$ cat src/rtl/branch_pkg.sv
// Shared encodings for the branch resolution stage.
//   - 3-bit branch type encodings (BR_NONE .. BR_RSVD)
//   - 2-bit saturating counter encodings and the BHT reset value
//   - is_cond_br(): true for the types that train the BHT
package branch_pkg;

  typedef enum logic [2:0] {
    BR_NONE = 3'b000,
    BR_BEZ  = 3'b001,
    BR_BNE  = 3'b010,
    BR_JMP  = 3'b011,
    BR_BEQ  = 3'b100,
    BR_BLTZ = 3'b101,
    BR_BGEZ = 3'b110,
    BR_RSVD = 3'b111
  } br_type_e;

  localparam logic [1:0] CNT_SNT = 2'b00;  // strongly not-taken
  localparam logic [1:0] CNT_WNT = 2'b01;  // weakly not-taken
  localparam logic [1:0] CNT_WT  = 2'b10;  // weakly taken
  localparam logic [1:0] CNT_ST  = 2'b11;  // strongly taken

  localparam logic [1:0] BHT_RST_VAL = CNT_WNT;

  function automatic logic is_cond_br(input br_type_e t);
    return (t == BR_BEZ) || (t == BR_BNE) || (t == BR_BEQ) ||
           (t == BR_BLTZ) || (t == BR_BGEZ);
  endfunction

endpackage

$ cat src/rtl/bht_2bit.sv
// Array of 2-bit saturating counters with one combinational read port and
// one saturating-update write port.
//   clk, rst_n  : clock, async active-low reset (all entries -> BHT_RST_VAL)
//   rd_idx      : read index; rd_pred = MSB of that counter (no write bypass)
//   upd_en      : update the counter at upd_idx this cycle
//   upd_taken   : count up (taken) or down (not taken), saturating
module bht_2bit
  import branch_pkg::*;
#(
  parameter int DEPTH = 16,
  parameter int IDX_W = $clog2(DEPTH)
) (
  input  logic             clk,
  input  logic             rst_n,
  input  logic [IDX_W-1:0] rd_idx,
  output logic             rd_pred,
  input  logic             upd_en,
  input  logic [IDX_W-1:0] upd_idx,
  input  logic             upd_taken
);

  logic [1:0] ctr [DEPTH];

  assign rd_pred = ctr[rd_idx][1];

  always_ff @(posedge clk or negedge rst_n) begin
    if (!rst_n) begin
      for (int i = 0; i < DEPTH; i++) ctr[i] <= BHT_RST_VAL;
    end else if (upd_en) begin
      if (upd_taken && ctr[upd_idx] != CNT_ST)
        ctr[upd_idx] <= ctr[upd_idx] + 2'd1;
      else if (!upd_taken && ctr[upd_idx] != CNT_SNT)
        ctr[upd_idx] <= ctr[upd_idx] - 2'd1;
    end
  end

endmodule

$ cat src/rtl/branch_resolve_unit.sv
// Branch resolution at the ID/EX boundary. Evaluates the branch condition,
// compares it with the IF prediction and issues a one-cycle registered
// redirect on a mispredict. Keeps saturating branch/mispredict counters.
// Optional BHT (macro BRANCH_PREDICT_EN): 2-bit counters read by IF via
// if_pc -> if_pred_taken; without the macro if_pred_taken is tied 0.
// Ports:
//   clk, rst_n                   clock, async active-low reset
//   stall, id_valid              resolve event = id_valid && !stall
//   id_br_type, id_op_a/b        branch type and operands
//   id_pc, id_target             instruction PC and taken target
//   id_pred_taken                prediction carried from IF
//   if_pc / if_pred_taken        IF lookup into the BHT
//   redirect_valid/redirect_pc   registered redirect (pc holds when idle)
//   br_illegal                   registered reserved-type flag
//   br_count, mispredict_count   saturating performance counters
module branch_resolve_unit
  import branch_pkg::*;
#(
  parameter int DATA_W    = 32,
  parameter int PC_W      = 32,
  parameter int BHT_DEPTH = 16,
  parameter int CNT_W     = 16
) (
  input  logic              clk,
  input  logic              rst_n,
  input  logic              stall,
  input  logic              id_valid,
  input  logic [2:0]        id_br_type,
  input  logic [DATA_W-1:0] id_op_a,
  input  logic [DATA_W-1:0] id_op_b,
  input  logic [PC_W-1:0]   id_pc,
  input  logic [PC_W-1:0]   id_target,
  input  logic              id_pred_taken,
  input  logic [PC_W-1:0]   if_pc,
  output logic              if_pred_taken,
  output logic              redirect_valid,
  output logic [PC_W-1:0]   redirect_pc,
  output logic              br_illegal,
  output logic [CNT_W-1:0]  br_count,
  output logic [CNT_W-1:0]  mispredict_count
);

  localparam int IDX_W = $clog2(BHT_DEPTH);

  br_type_e br_type;
  logic     resolve;
  logic     actual_taken;
  logic     mispredict;
  logic     counted;

  assign br_type = br_type_e'(id_br_type);
  assign resolve = id_valid && !stall;

  always_comb begin
    actual_taken = 1'b0;
    case (br_type)
      BR_BEZ:  actual_taken = (id_op_a == '0);
      BR_BNE:  actual_taken = (id_op_a != id_op_b);
      BR_JMP:  actual_taken = 1'b1;
      BR_BEQ:  actual_taken = (id_op_a == id_op_b);
      BR_BLTZ: actual_taken = id_op_a[DATA_W-1];
      BR_BGEZ: actual_taken = !id_op_a[DATA_W-1];
      default: actual_taken = 1'b0;  // NONE and reserved never take
    endcase
  end

  assign mispredict = resolve && (actual_taken != id_pred_taken);
  assign counted    = resolve && (br_type != BR_NONE) && (br_type != BR_RSVD);

  always_ff @(posedge clk or negedge rst_n) begin
    if (!rst_n) begin
      redirect_valid   <= 1'b0;
      redirect_pc      <= '0;
      br_illegal       <= 1'b0;
      br_count         <= '0;
      mispredict_count <= '0;
    end else begin
      redirect_valid <= mispredict;
      br_illegal     <= resolve && (br_type == BR_RSVD);
      if (mispredict) begin
        redirect_pc <= actual_taken ? id_target : id_pc + PC_W'(4);
        if (mispredict_count != '1) mispredict_count <= mispredict_count + CNT_W'(1);
      end
      if (counted && br_count != '1) br_count <= br_count + CNT_W'(1);
    end
  end

`ifdef BRANCH_PREDICT_EN
  logic unused_if_pc_bits;
  assign unused_if_pc_bits = ^{if_pc[PC_W-1:IDX_W+2], if_pc[1:0]};

  bht_2bit #(
    .DEPTH (BHT_DEPTH),
    .IDX_W (IDX_W)
  ) u_bht (
    .clk       (clk),
    .rst_n     (rst_n),
    .rd_idx    (if_pc[IDX_W+1:2]),
    .rd_pred   (if_pred_taken),
    .upd_en    (resolve && is_cond_br(br_type)),
    .upd_idx   (id_pc[IDX_W+1:2]),
    .upd_taken (actual_taken)
  );
`else
  logic unused_if_pc_bits;
  assign unused_if_pc_bits = ^if_pc;
  assign if_pred_taken     = 1'b0;
`endif

endmodule
$ cat config.mk
export PLATFORM = sky130hd
export DESIGN_NAME = branch_resolve_unit
export DESIGN_NICKNAME = d
export VERILOG_FILES = /design/src/rtl/branch_pkg.sv /design/src/rtl/bht_2bit.sv /design/src/rtl/branch_resolve_unit.sv
export SDC_FILE = /design/constraint.sdc
export NUM_CORES = 1
export LEC_CHECK = 0
export CAP_MARGIN = 40
export CORE_MARGIN = 1.5
export CORE_UTILIZATION = 45
export CTS_CLUSTER_DIAMETER = 100
export DETAILED_ROUTE_END_ITERATION = 8
export GPL_ROUTABILITY_DRIVEN = 0
export PLACE_DENSITY = 0.88
export SLEW_MARGIN = 25
export SYNTH_ARGS = -nofsm -noshare
export SYNTH_HDL_FRONTEND = slang
export SYNTH_SLANG_ARGS = --single-unit
$ cat constraint.sdc
create_clock -name clk -period 3.6 [get_ports clk]
set_clock_uncertainty 0.2 [all_clocks]
set_input_delay 0.72 -clock clk [delete_from_list [all_inputs] [get_ports clk]]
set_output_delay 0.72 -clock clk [all_outputs]
set_load 0.01 [all_outputs]
-- Word-level counts from Yosys, hierarchy flattened
Cells that the tools add are included.
- register bits: 66
- output and inout port bits: 67
- logic and storage cells: 34
- $add $sub $neg: 3
- equality and inequality tests: 13
- multiplexer cells: 2
- reduce and logical (&&, ||, !) cells: 11
- operator list (kind ; count):
    adder 16 x 1 -> 16 bit (second input constant) ; 2
    adder 32 x 3 -> 32 bit (second input constant) ; 1
    == test 32 bit ; 1
    logical NOT 32 bit ; 1
    two-way mux 32 bit ; 1
    != test 16 bit (second input constant) ; 2
    != test 32 bit ; 1
    == test 3 bit (second input constant) ; 4
    == test 3 x 2 -> 1 bit (second input constant) ; 2
    logical AND 1 bit ; 6
    one-hot mux 1 bit (6 select lines) ; 1
    == test 3 x 1 -> 1 bit (second input constant) ; 1
    != test 3 bit (second input constant) ; 1
    nonzero test 3 bit ; 1
    logical NOT 1 bit ; 2
    AND reduction 2 bit ; 1
    != test 1 bit ; 1

-- Longest topological paths before layout
- word-level depth: 5
- gate-level depth with buffers: 8

-- Worst setup path after synthesis
Ideal clock, no wire load.
- path type: input to register
- start: input port id_op_b[13]
- end: register mispredict_count[12]
- arrival: 2486 ps
- required time: 3272 ps
- path slack: 786 ps
- cell stages on the path: 8
- cells stage by stage: xnor2_1 nand4_1 nor4_2 a21boi_2 nor3_4 buf_6 mux2i_1 mux2_1
- longest elaborated chain between the ends: 5
- elaborated cells between the ends (all ways): 6
- RTL lines (what ; RTL line ; source):
    start, declared ; branch_resolve_unit.sv:30 ; input logic [DATA_W-1:0] id_op_b,
    == test 32 bit or != test 32 bit (tied branches) ; branch_resolve_unit.sv:60, branch_resolve_unit.sv:58 ;
    one-hot mux 1 bit (6 select lines) (*) ; branch_resolve_unit.sv:56 ; case (br_type)
    != test 1 bit (*) ; branch_resolve_unit.sv:67 ; assign mispredict = resolve && (actual_taken != id_pred_taken);
    logical AND 1 bit (*) ; branch_resolve_unit.sv:67 ;
    AND reduction 2 bit (no line) (*) ; - ;
    end signal, assigned ; branch_resolve_unit.sv:82 ; if (mispredict_count != '1) mispredict_count <= mispredict_count + CNT_W'(1);
    end, declared ; branch_resolve_unit.sv:40 ; output logic [CNT_W-1:0] mispredict_count
Every way passes the cells marked *; elsewhere a longest branch is shown, timed or not.
A chain may end at the register's enable or synchronous reset.

-- Worst setup path after layout
- start: input port id_op_a[9]
- end: register redirect_pc[20]
- longest elaborated chain between the ends: 4
- elaborated cells between the ends (all ways): 7
- RTL lines (what ; RTL line ; source):
    start, declared ; branch_resolve_unit.sv:29 ; input logic [DATA_W-1:0] id_op_a,
    == test 32 bit (tied with other cells) ; branch_resolve_unit.sv:60 ; BR_BEQ: actual_taken = (id_op_a == id_op_b);
    one-hot mux 1 bit (6 select lines) (*) ; branch_resolve_unit.sv:56 ;
    != test 1 bit ; branch_resolve_unit.sv:67 ;
    logical AND 1 bit ; branch_resolve_unit.sv:67 ;
    end signal, assigned ; branch_resolve_unit.sv:81 ; redirect_pc <= actual_taken ? id_target : id_pc + PC_W'(4);
    end, declared ; branch_resolve_unit.sv:37 ; output logic [PC_W-1:0] redirect_pc,
Marked as above.

==> metrics.yaml <==
placement:
  hpwlAfterDp_mm: 12.5
  dpl_worst_slack_ns: -0.0714
  numPortBuffers: 201
clock_tree:
  cts_made_buffers: 9
  cts_resized: 0
  clockBufferDepth: 2
  clkSlewWorstSetupHoldPaths_ns: 0.09
  clkLatencyLatePin_ns: 0.33
  cts_hold_buf: 0
  cts_setup_buffers: 0
  cts_sinks: 66
  cts_max_level: 3
  cts_root_buffer: "clkbuf_8"
  cts_tree: "built"
synth:
  ys_ff_latch: 66
  seq_area_frac_synth_pct: 33.9
  syn_area_per_cell_um2: 9.01
  synth_xor_area_share_pct: 15.1
  synthCells: 541
  synthesis.area_mm2: 0.00487
  synth_compound_area_share_pct: 13.5
  synthMuxAreaShare_pct: 6.42
  postSynth.asyncResetShare_pct: 100
  synth_top_family_by_area: "simple AND/OR/NAND/NOR gates"
  synth-edff-count: 0
  synthAdderAreaFrac_pct: 0.770
  synth-simple-area-share_pct: 27.1
  ys_types: 54
  synth_ff_type: "dfrtp_1"
  synth_nets: 712
  ys_warn_count: 0
drt:
  initialDrtViolationCount: 277
  wl_per_cell_um: 17.8
  ant_nets: 0
  dr.pass1.iters: 4
  drt-vias-per-instance: 5.65
  drc: 0
  dr_total_vias: 5027
  drt-total-wl_mm: 15.8
worst_setup_path:
  crit_type: "primary input to flop"
  cp_max_fo: 7
  arrival_ns: 3.41
  worst-endpoint-required_ns: 3.64
  cp-start-kind: "primary input"
  setup.worst_path.end_class: "flop"
sta:
  setup_viol: 0
  tightestPinTransition_ns: 0.552
  rsz0062_at_grt: "no"
  min_period_ns: 3.37
  finalCritPeriodShare_pct: 93.6
  hold_viol_final: 0
  layout_setup_ws_ns: 0.231
  slew_headroom_pct: 63.2
  max_freq_mhz: 297
  slew_violations: 0
  fin_setup_tns_ns: 0
cells_and_area:
  final_common_cell: "clkdlybuf4s50_1"
  layout_common_cells: "200 x clkdlybuf4s50_1, 66 x dfrtp_1, 58 x xnor2_1, 47 x nand2_1, 43 x nor2_1"
  multi_input_area_mm2: 0.00308
  final_util_pct: 70.3
  drive_gt1_share_pct: 7.69
  num-fill-cells: 817
  register_area_mm2: 0.00165
  area_delta_synth_final_pct: 50.3
  final_nets: 920
  antenna_cells: 0
die:
  coreArea_mm2: 0.0104
  initial_utilization_pct: 46.8
  dieWidth_um: 107
  fp-row-count: 37
  num_io_pins: 235
  die_h_um: 107
  die_area_mm2: 0.0115
pwr:
  pwr_density_cell_mw_per_mm2: 359
  total_power_uw: 2630
  vdd_drop_max_v: 0.000262
  leakage_uw: 0.00288
job:
  maxCapViolCount: 0
grt:
  globalRoute.totalOverflow: 0
  grt_pass1_wl_mm: 25.4
  grt_usage_pct: 28.0
  grt_max_degree: 37
  antenna_found_initial: 0
  grt_pass1_vias: 5240
min_path:
  hold_class: "primary input to async pin"
status:
  outcome: "completed"
## per-layer routing
layer	part of all wire [%]	global-route usage, %
met2	52	49.5
met4	1.5	8.95
met5	0	0
met3	5.1	3.89
met1	42	34.9
## area by class of cell
| cell class | count | area share [%] |
|---|---|---|
| clock inverter | 7 | 0.735 |
| timing repair buffer | 224 | 30.4 |
| inverter | 4 | 0.205 |
| tap | 136 | 2.32 |
| sequential | 66 | 22.6 |
| multi-input combinational | 444 | 42.0 |
| clock buffer | 9 | 1.69 |
## sequential cells by signal, summed over array words and instances, names as in the netlist
register,count
br_illegal,1
redirect_valid,1
mispredict_count,16
redirect_pc,32
br_count,16
## synthesized netlist by cell type, types with 2 or more instances
master | n | area share (%)
nand4_1 | 23 | 3.0
dfrtp_1 | 66 | 34
clkbuf_1 | 14 | 1.1
a311o_1 | 3 | 0.62
nand2b_1 | 26 | 3.3
or3_1 | 4 | 0.51
and3_1 | 11 | 1.4
a21oi_1 | 2 | 0.21
inv_1 | 4 | 0.31
nor4_1 | 9 | 1.2
o31ai_1 | 4 | 0.62
o41ai_1 | 3 | 0.54
xnor2_1 | 58 | 10
buf_2 | 5 | 0.51
buf_4 | 6 | 0.92
o21ai_0 | 4 | 0.41
o221a_2 | 2 | 0.46
o21a_1 | 2 | 0.31
a211oi_1 | 29 | 4.5
nor2_1 | 44 | 3.4
and4_1 | 11 | 2.0
o31ai_4 | 2 | 0.87
nor2b_1 | 4 | 0.51
nand4b_1 | 5 | 0.90
xor2_1 | 26 | 4.7
o22ai_1 | 29 | 3.7
nand3_1 | 30 | 3.1
nor4_2 | 3 | 0.77
nand2_1 | 47 | 3.6
o22a_1 | 2 | 0.36
ha_1 | 3 | 0.77
mux2i_1 | 29 | 6.0
nor3_1 | 10 | 1.0
## worst max-delay path, stage by stage
cell	delay, ns
clkdlybuf4s50_1	0.50
xnor2_1	0.15
nand4_1	0.15
nor4_2	0.49
a21boi_2	0.21
o31ai_4	0.57
buf_4	0.25
o22ai_1	0.09
a211oi_1	0.27
## path summary, 6_finish.rpt
kind	from	slack [ns]	to	cells past startpoint
setup / recovery	id_op_a[9]	0.23	redirect_pc[20]	9
hold reg to reg	br_count[10]	0.30	br_count[10]	1
min in group clk	br_count[10]	0.30	br_count[10]	1
hold / removal	rst_n	0.12	redirect_pc[22]	1
setup reg to reg	mispredict_count[0]	1.29	mispredict_count[12]	7
max in group asynchronous	rst_n	2.33	br_count[5]	3
## through the flow
step | cell area [um^2] | hold WS, ns | instances
6_report | 7320 | 0.118 | 890
5_1_grt | 7320 | 0.138 | 890
4_1_cts | 7320 | 0.121 | 890
3_5_place_dp | 7150 | 0.288 | 874
3_3_place_gp | 7130 | 0.274 | 873
2_1_floorplan | 4870 | 0.224 | 541
## cell families (layout without fill, tap and decap cells)
family,count (synthesis),in the layout
AND/OR/NAND/NOR,238,238
AO/OA/AOI/OAI,87,87
XOR/XNOR,84,84
flip-flops,66,66
multiplexers,31,31
buffers and inverters,31,244
adder cells (fa/ha/maj),3,3
other,1,1
## report_power, final
part	switching [uW]	leakage, uW	total (uW)	internal [uW]
clock network	323	0.0000822	578	255
logic	422	0.00193	1020	602
registers	156	0.000860	1030	874
Note: power is estimated with default switching activity, not from simulation.
